--- src/rtl/rv_pkg.sv ---
// rtl/rv_pkg.sv - shared RV32I R-type encodings used by the encoder and the decode controller
package rv_pkg;

   localparam logic [3:0] ALU_ADD  = 4'd0;
   localparam logic [3:0] ALU_SUB  = 4'd1;
   localparam logic [3:0] ALU_SLL  = 4'd2;
   localparam logic [3:0] ALU_SLT  = 4'd3;
   localparam logic [3:0] ALU_SLTU = 4'd4;
   localparam logic [3:0] ALU_XOR  = 4'd5;
   localparam logic [3:0] ALU_SRL  = 4'd6;
   localparam logic [3:0] ALU_SRA  = 4'd7;
   localparam logic [3:0] ALU_OR   = 4'd8;
   localparam logic [3:0] ALU_AND  = 4'd9;

   localparam logic [6:0] OPCODE_RTYPE = 7'b0110011;
   localparam logic [6:0] FUNCT7_BASE  = 7'b0000000;
   localparam logic [6:0] FUNCT7_ALT   = 7'b0100000;

   typedef enum logic [1:0] {
      ST_IDLE = 2'd0,
      ST_RUN  = 2'd1,
      ST_DONE = 2'd2
   } state_e;

   localparam logic [1:0] S_IDLE = ST_IDLE;
   localparam logic [1:0] S_RUN  = ST_RUN;
   localparam logic [1:0] S_DONE = ST_DONE;

   function automatic logic is_legal_op(input logic [3:0] op);
      return op <= ALU_AND;
   endfunction

   // Unknown ops collapse to add x0,x0,x0 so the program slot is still filled.
   function automatic logic [31:0] encode_rtype(input logic [3:0] op, input logic [4:0] rd,
                                                input logic [4:0] rs1, input logic [4:0] rs2);
      logic [2:0] f3;
      logic [6:0] f7;
      f7 = FUNCT7_BASE;
      case (op)
         ALU_ADD, ALU_SUB: f3 = 3'b000;
         ALU_SLL:          f3 = 3'b001;
         ALU_SLT:          f3 = 3'b010;
         ALU_SLTU:         f3 = 3'b011;
         ALU_XOR:          f3 = 3'b100;
         ALU_SRL, ALU_SRA: f3 = 3'b101;
         ALU_OR:           f3 = 3'b110;
         ALU_AND:          f3 = 3'b111;
         default:          f3 = 3'b000;
      endcase
      if (op == ALU_SUB || op == ALU_SRA) f7 = FUNCT7_ALT;
      if (!is_legal_op(op)) return {25'd0, OPCODE_RTYPE};
      return {f7, rs2, rs1, f3, rd, OPCODE_RTYPE};
   endfunction

endpackage

--- src/rtl/rtype_instr_encoder_if.sv ---
// rtl/rtype_instr_encoder_if.sv - control, request stream and memory write port of the encoder
interface rtype_instr_encoder_if #(
   parameter int INSTR_WIDTH  = 32,
   parameter int ALU_OP_WIDTH = 4,
   parameter int ADDR_WIDTH   = 8
);
   logic                    start;
   logic [ADDR_WIDTH-1:0]   base_addr;
   logic [ADDR_WIDTH:0]     num_instr;
   logic                    in_valid;
   logic                    in_ready;
   logic [ALU_OP_WIDTH-1:0] in_alu_op;
   logic [4:0]              in_rd;
   logic [4:0]              in_rs1;
   logic [4:0]              in_rs2;
   logic                    mem_we;
   logic                    mem_ready;
   logic [ADDR_WIDTH-1:0]   mem_addr;
   logic [INSTR_WIDTH-1:0]  mem_wdata;
   logic                    busy;
   logic                    done;
   logic                    illegal_op;

   modport master (
      output start, base_addr, num_instr, in_valid, in_alu_op, in_rd, in_rs1, in_rs2, mem_ready,
      input  in_ready, mem_we, mem_addr, mem_wdata, busy, done, illegal_op
   );

   modport slave (
      input  start, base_addr, num_instr, in_valid, in_alu_op, in_rd, in_rs1, in_rs2, mem_ready,
      output in_ready, mem_we, mem_addr, mem_wdata, busy, done, illegal_op
   );
endinterface

--- src/rtl/sync_fifo.sv ---
// rtl/sync_fifo.sv - single-clock FIFO with occupancy count; head reads as zero when empty
module sync_fifo #(
   parameter int WIDTH = 32,
   parameter int DEPTH = 4
) (
   input  logic                       clk_i,
   input  logic                       rst_i,
   input  logic                       push_i,
   input  logic [WIDTH-1:0]           wdata_i,
   input  logic                       pop_i,
   output logic [WIDTH-1:0]           rdata_o,
   output logic                       full_o,
   output logic                       empty_o,
   output logic [$clog2(DEPTH):0]     count_o
);
   localparam int AW = $clog2(DEPTH);
   localparam logic [AW:0] DEPTH_C = (AW+1)'(DEPTH);

   logic [WIDTH-1:0] mem_q [DEPTH];
   logic [AW-1:0]    wr_ptr_q, rd_ptr_q;
   logic [AW:0]      count_q;
   logic             do_push, do_pop;

   assign full_o  = (count_q == DEPTH_C);
   assign empty_o = (count_q == '0);
   assign count_o = count_q;
   assign do_push = push_i && !full_o;
   assign do_pop  = pop_i && !empty_o;
   assign rdata_o = empty_o ? '0 : mem_q[rd_ptr_q];

   always_ff @(posedge clk_i) begin
      if (do_push) mem_q[wr_ptr_q] <= wdata_i;
   end

   always_ff @(posedge clk_i) begin
      if (rst_i) begin
         wr_ptr_q <= '0;
         rd_ptr_q <= '0;
         count_q  <= '0;
      end else begin
         if (do_push) wr_ptr_q <= wr_ptr_q + 1'b1;
         if (do_pop)  rd_ptr_q <= rd_ptr_q + 1'b1;
         case ({do_push, do_pop})
            2'b10:   count_q <= count_q + 1'b1;
            2'b01:   count_q <= count_q - 1'b1;
            default: count_q <= count_q;
         endcase
      end
   end
endmodule

--- src/rtl/rtype_instr_encoder.sv ---
// rtl/rtype_instr_encoder.sv - encodes ALU-op requests into R-type words and streams them into instruction memory
module rtype_instr_encoder
   import rv_pkg::*;
#(
   parameter int INSTR_WIDTH  = 32,
   parameter int ALU_OP_WIDTH = 4,
   parameter int ADDR_WIDTH   = 8,
   parameter int FIFO_DEPTH   = 4
) (
   input  logic                  clk,
   input  logic                  rst,
   rtype_instr_encoder_if.slave  bus
);
   localparam int CNT_W = $clog2(FIFO_DEPTH) + 1;
   localparam logic [CNT_W-1:0] DEPTH_C = CNT_W'(FIFO_DEPTH);

   logic [1:0]              state_q, state_d;
   logic [ADDR_WIDTH-1:0]   addr_q, addr_d;
   logic [ADDR_WIDTH:0]     num_q, num_d;
   logic [ADDR_WIDTH:0]     accepted_q, accepted_d;
   logic [ADDR_WIDTH:0]     written_q, written_d;
   logic                    illegal_q, illegal_d;
   logic                    done_q, done_d;
   logic                    enc_valid_q, enc_valid_d;
   logic [INSTR_WIDTH-1:0]  enc_word_q, enc_word_d;

   logic [ALU_OP_WIDTH-1:0] op;
   logic [CNT_W-1:0]        fifo_count, occupancy;
   logic                    fifo_full, fifo_empty;
   logic                    in_ready, accept, pop;

   // The encode register counts as occupied so a word in flight always finds a free slot.
   assign op        = bus.in_alu_op;
   assign occupancy = fifo_count + {{(CNT_W-1){1'b0}}, enc_valid_q};
   assign in_ready  = (state_q == S_RUN) && (occupancy < DEPTH_C) && (accepted_q < num_q);
   assign accept    = bus.in_valid && in_ready;
   assign pop       = !fifo_empty && bus.mem_ready;

   assign bus.in_ready   = in_ready;
   assign bus.mem_we     = !fifo_empty;
   assign bus.mem_addr   = addr_q;
   assign bus.busy       = (state_q == S_RUN);
   assign bus.done       = done_q;
   assign bus.illegal_op = illegal_q;

   sync_fifo #(.WIDTH(INSTR_WIDTH), .DEPTH(FIFO_DEPTH)) u_fifo (
      .clk_i   (clk),
      .rst_i   (rst),
      .push_i  (enc_valid_q),
      .wdata_i (enc_word_q),
      .pop_i   (pop),
      .rdata_o (bus.mem_wdata),
      .full_o  (fifo_full),
      .empty_o (fifo_empty),
      .count_o (fifo_count)
   );

   always_comb begin
      state_d     = state_q;
      addr_d      = addr_q;
      num_d       = num_q;
      accepted_d  = accepted_q;
      written_d   = written_q;
      illegal_d   = illegal_q;
      done_d      = (state_q == S_DONE);
      enc_valid_d = accept;
      enc_word_d  = accept ? encode_rtype(op, bus.in_rd, bus.in_rs1, bus.in_rs2) : enc_word_q;
      case (state_q)
         S_IDLE: begin
            if (bus.start) begin
               num_d      = bus.num_instr;
               addr_d     = bus.base_addr;
               accepted_d = '0;
               written_d  = '0;
               illegal_d  = 1'b0;
               state_d    = (bus.num_instr == '0) ? S_DONE : S_RUN;
            end
         end
         S_RUN: begin
            if (accept) begin
               accepted_d = accepted_q + 1'b1;
               if (!is_legal_op(op)) illegal_d = 1'b1;
            end
            if (pop) begin
               addr_d    = addr_q + 1'b1;
               written_d = written_q + 1'b1;
               if (written_q + 1'b1 == num_q) state_d = S_DONE;
            end
         end
         S_DONE:  state_d = S_IDLE;
         default: state_d = S_IDLE;
      endcase
   end

   always_ff @(posedge clk) begin
      if (rst) begin
         state_q     <= S_IDLE;
         addr_q      <= '0;
         num_q       <= '0;
         accepted_q  <= '0;
         written_q   <= '0;
         illegal_q   <= 1'b0;
         done_q      <= 1'b0;
         enc_valid_q <= 1'b0;
         enc_word_q  <= '0;
      end else begin
         state_q     <= state_d;
         addr_q      <= addr_d;
         num_q       <= num_d;
         accepted_q  <= accepted_d;
         written_q   <= written_d;
         illegal_q   <= illegal_d;
         done_q      <= done_d;
         enc_valid_q <= enc_valid_d;
         enc_word_q  <= enc_word_d;
      end
   end

   logic unused_full;
   assign unused_full = fifo_full;
endmodule

--- src/flat_wrapper.sv ---
// flat-port wrapper written by rule: the top's interface ports become plain ports
module rtype_instr_encoder_flat import rv_pkg::*;
#(
   parameter int INSTR_WIDTH  = 32,
   parameter int ALU_OP_WIDTH = 4,
   parameter int ADDR_WIDTH   = 8,
   parameter int FIFO_DEPTH   = 4
)
  (clk, rst, bus_start, bus_base_addr, bus_num_instr, bus_in_valid, bus_in_alu_op, bus_in_rd, bus_in_rs1, bus_in_rs2, bus_mem_ready, bus_in_ready, bus_mem_we, bus_mem_addr, bus_mem_wdata, bus_busy, bus_done, bus_illegal_op);
  rtype_instr_encoder_if #(.INSTR_WIDTH(INSTR_WIDTH), .ALU_OP_WIDTH(ALU_OP_WIDTH), .ADDR_WIDTH(ADDR_WIDTH)) bus_i ();
  input  logic clk;
  input  logic rst;
  input wire logic [$bits(bus_i.start)-1:0] bus_start;
  input wire logic [$bits(bus_i.base_addr)-1:0] bus_base_addr;
  input wire logic [$bits(bus_i.num_instr)-1:0] bus_num_instr;
  input wire logic [$bits(bus_i.in_valid)-1:0] bus_in_valid;
  input wire logic [$bits(bus_i.in_alu_op)-1:0] bus_in_alu_op;
  input wire logic [$bits(bus_i.in_rd)-1:0] bus_in_rd;
  input wire logic [$bits(bus_i.in_rs1)-1:0] bus_in_rs1;
  input wire logic [$bits(bus_i.in_rs2)-1:0] bus_in_rs2;
  input wire logic [$bits(bus_i.mem_ready)-1:0] bus_mem_ready;
  output wire logic [$bits(bus_i.in_ready)-1:0] bus_in_ready;
  output wire logic [$bits(bus_i.mem_we)-1:0] bus_mem_we;
  output wire logic [$bits(bus_i.mem_addr)-1:0] bus_mem_addr;
  output wire logic [$bits(bus_i.mem_wdata)-1:0] bus_mem_wdata;
  output wire logic [$bits(bus_i.busy)-1:0] bus_busy;
  output wire logic [$bits(bus_i.done)-1:0] bus_done;
  output wire logic [$bits(bus_i.illegal_op)-1:0] bus_illegal_op;
  assign bus_i.start = bus_start;
  assign bus_i.base_addr = bus_base_addr;
  assign bus_i.num_instr = bus_num_instr;
  assign bus_i.in_valid = bus_in_valid;
  assign bus_i.in_alu_op = bus_in_alu_op;
  assign bus_i.in_rd = bus_in_rd;
  assign bus_i.in_rs1 = bus_in_rs1;
  assign bus_i.in_rs2 = bus_in_rs2;
  assign bus_i.mem_ready = bus_mem_ready;
  assign bus_in_ready = bus_i.in_ready;
  assign bus_mem_we = bus_i.mem_we;
  assign bus_mem_addr = bus_i.mem_addr;
  assign bus_mem_wdata = bus_i.mem_wdata;
  assign bus_busy = bus_i.busy;
  assign bus_done = bus_i.done;
  assign bus_illegal_op = bus_i.illegal_op;
  rtype_instr_encoder #(.INSTR_WIDTH(INSTR_WIDTH), .ALU_OP_WIDTH(ALU_OP_WIDTH), .ADDR_WIDTH(ADDR_WIDTH), .FIFO_DEPTH(FIFO_DEPTH)) u_core (.clk(clk), .rst(rst), .bus(bus_i));
endmodule
--- config.mk ---
export PLATFORM = sky130hd
export DESIGN_NAME = rtype_instr_encoder_flat
export DESIGN_NICKNAME = d
export VERILOG_FILES = /design/src/rtl/rv_pkg.sv /design/src/rtl/rtype_instr_encoder_if.sv /design/src/rtl/sync_fifo.sv /design/src/rtl/rtype_instr_encoder.sv /design/src/flat_wrapper.sv
export SDC_FILE = /design/constraint.sdc
export NUM_CORES = 1
export LEC_CHECK = 0
export ABC_AREA = 1
export ABC_CLOCK_PERIOD_IN_PS = 1910
export CORE_ASPECT_RATIO = 1.25
export CORE_MARGIN = 2
export CORE_UTILIZATION = 50
export DETAILED_ROUTE_END_ITERATION = 6
export PLACE_DENSITY = 0.76
export SLEW_MARGIN = 20
export SYNTH_ARGS = -nofsm -noshare
export SYNTH_HDL_FRONTEND = slang
export SYNTH_SLANG_ARGS = --single-unit
--- constraint.sdc ---
create_clock -name clk -period 1.91 [get_ports clk]
set_input_delay 0.382 -clock clk [delete_from_list [all_inputs] [get_ports clk]]
set_output_delay 0.382 -clock clk [all_outputs]
set_load 0.02 [all_outputs]
==> results.md <==
* Worst r2r dst: u_core.enc_word_q[15]
* Largest cells by area after synthesis: edfxtp_1 36%, dfxtp_1 21%, nor2_1 6.9%
* Layout area overhead at 44.4%
* Data required, critical path at 1.53 ns
* Startpoint Class: flop
* Final Skew at 0.0182 ns
* Clk_lat worst skew at 0.43 ns
* CTS Hold Bufs at 0
* Gr ovfl total at 0
* Die span in x at 108 um
* Wire length of the first global-routing pass at 27,900 um
* Share of layout cells above drive strength 1 at 31.0%
* Share of the synthesized area in the top cell type at 35.7%
* CTS Sinks at 149
* Peak supply drop at 0.000623 V
* Post-Synth Simple-Gate Area at 20.4%
* Initial core utilization at 50.9%
* Max FO, Critical Path at 2
* Overall routing resource usage at 25.2%
* Die Y at 134 um
* CTS tree: yes
* Detailed Routing Iterations Pass 1 at 7
* Xor-xnor portion of the synthesized cell area at 1.17%
* RSZ-0062 raised after global routing: true
* Sequential area share after synthesis at 56.2%
* Layout Utilization at 73.5%
* Final Slew Violations at 0
* CP startpoint: u_core.num_q[8]
* Drt drc at 0
* Clock Tree Buf Depth at 2
* Critical Path AT at 1.85 ns
* Synth cell types at 38
* Area of the multi-input gates at 3060 sq um
* LEAKAGE at 3.71 nW
* Ys flop type: edfxtp_1
* Fin cells at 1,100
* Minimum clock period at 2.23 ns
* Max Cap Violations at 0
* Root Driver: clkbuf_16
* Outcome: complete, but fails checks
* Gp weighted congestion at 0.888
* Avg WL per Cell at 17.7 um
* Fmax at 449 MHz
* Post-Synth Adder-Cell Area at 3.27%
* Filler cells at 869
* Final setup fails at 49
* Vias per inst at 5.43
* Initial DRC count at 312
* Clk slew on worst S/H paths at 0.07 ns
* Min setup slack post-route at -0.319 ns
* Yosys top cell by area: edfxtp_1
* I/O pin total at 86
* Yosys reg bits at 149
* H-tree levels at 4
* Sequential cell area at 3800 sq um
* Final nets at 974
* Post-synthesis compound-gate area fraction at 11.9%
* HPWL after detailed placement at 11,100 um
* Crit Path Class: flop to primary output
* FP Rows at 47
* Routed Antenna Nets at 0
* Antenna diode count at 0
* Failing checks: negative setup slack
* Warnings from Yosys at 0
* Worst Setup EP: bus_in_ready
* Post-Place Cells at 1,045
* Fin area at 9730 sq um
* Synthesized area per cell at 8.88 sq um
* Setup crit end kind: primary output
* Tcrit/Tclk final at 117%
* CORE AREA at 13,200 sq um
* Hold_ws at 0.470 ns
* Post-Synthesis Cell Area at 6740 sq um
* Main combinational cell family by area after synthesis: simple AND/OR/NAND/NOR gates
* Post-Syn Instances at 759
* Pre-CTS setup slack at -0.508 ns
* R2R Setup Slk at -0.13 ns
* Asr flop ratio synth at 0%
* Vias in the first global route at 5,776
* Final hold vios at 0
* Drt total wl at 19,500 um
* Reg-to-reg startpoint: u_core.num_q[8]
* Pin count of the biggest net entering global routing at 39
* HP Class: flop to flop
* Worst R2R Path Depth at 13
* Dpl cell area at 8200 sq um
* EDFF count, synth at 80
* IO Port Bufs at 76
* Total CTS buffers at 17
* Vias at 5,976
* Mux contribution to synthesized area at 0%
* Area of the die at 14,400 sq um
* Power per standard cell area at 916 nW/um^2
* Initial antenna violation count at 0
-- what timing repair did --
item / 4_1_cts / 5_1_grt
pin swaps: 29 / 67
cloned: 6 / 1
resized for setup: 246 / 128
setup endpoints to repair: 52 / 61
setup buffers: 18 / 8
-- state kept, by name, indices dropped and copies added, names as in the netlist, named ones only --
signal                  cells
u_core.bus.illegal_op       1
u_core.u_fifo.count_o       3
u_core.u_fifo.wr_ptr_q      2
u_core.enc_valid_q          1
u_core.enc_word_q          20
u_core.state_q              2
u_core.accepted_q           9
u_core.written_q            9
u_core.num_q                9
u_core.u_fifo.mem_q        80
u_core.bus.mem_addr         8
u_core.bus.done             1
u_core.u_fifo.rd_ptr_q      2
-- cell families after synthesis --
family / count (synthesis)
buffers and inverters: 107
flip-flops: 149
AND/OR/NAND/NOR: 324
adder cells (fa/ha/maj): 17
XOR/XNOR: 9
AO/OA/AOI/OAI: 152
other: 1
-- worst min-delay path by stage --
| stage | from | to | slack (ns) | cells after the start |
|---|---|---|---|---|
| final | u_core.u_fifo.rd_ptr_q[1] | flop | 0.47 | 2 |
| after CTS | u_core.bus.illegal_op | u_core.bus.illegal_op | 0.48 | 2 |
| after floorplan | u_core.u_fifo.rd_ptr_q[1] | flop | 0.44 | 2 |
| after detailed placement | u_core.u_fifo.rd_ptr_q[1] | flop | 0.46 | 2 |
| after global placement | u_core.u_fifo.rd_ptr_q[1] | flop | 0.45 | 2 |
| after global routing | u_core.u_fifo.rd_ptr_q[1] | flop | 0.48 | 2 |
-- critical path: stages (launching register included) --
cell and delay, ns:
dfxtp_2 0.34, inv_2 0.05, ha_4 0.22, nand2_4 0.09, inv_4 0.04, nand2_2 0.04, nand4_1 0.14, a31oi_2 0.20
and2_4 0.20, buf_6 0.11
-- stage by stage --
step / TNS [ns] / power (mW)
floorplan: 0 / 4.41
finish: -6.23 / 8.91
global route: -11.36 / 9.20
global placement: -4.94 / 5.08
detailed placement: -6.71 / 5.11
CTS: -3.87 / 8.72
-- layout make-up --
| cell class | instances | share of cell area (%) |
|---|---|---|
| clock buffer | 18 | 4.41 |
| clock inverter | 14 | 1.66 |
| inverter | 62 | 2.47 |
| multi-input combinational | 511 | 31.4 |
| sequential | 149 | 39.1 |
| tap | 171 | 2.20 |
| timing repair buffer | 175 | 18.7 |
-- cells in the mapped netlist (3+ instances only) --
master	n
a21oi_1	70
buf_1	3
buf_2	5
buf_4	13
clkbuf_1	22
dfxtp_1	69
edfxtp_1	80
ha_1	16
inv_1	61
nand2_1	110
nand3_1	76
nand4_1	4
nor2_1	124
nor3_1	3
o21ai_0	69
xnor2_1	3
xor2_1	6
-- routing by layer --
layer	part of all wire, %	vias up	wire (um)	GRT usage (%)
met1	35	2819	6890	26.5
li1	-	2876	-	-
met2	57	219	11000	47.1
met4	3.4	0	667	11.6
met3	4.7	62	906	5.20
met5	0	-	0	0
-- power by group --
part / switching, mW / internal [mW]
clock: 1.45 / 1.86
sequential: 0.0984 / 3.48
combinational: 1.06 / 0.949
total: 2.61 / 6.30
-- cells in the final DEF, fill, tap and decap left out, drive strengths merged, types with 2 or more instances in the layout --
master / instances
nand3: 77
a21oi: 70
buf: 121
a211oi: 2
edfxtp: 80
o211ai: 2
nor2: 125
clkinv: 4
clkinvlp: 2
xnor2: 3
ha: 16
a31oi: 3
o21ai: 69
clkbuf: 20
clkdlybuf4s50: 50
conb: 9
xor2: 6
nor3: 4
dfxtp: 69
nand4: 4
inv: 69
nand2: 112
(Power assumes the default switching activity.)
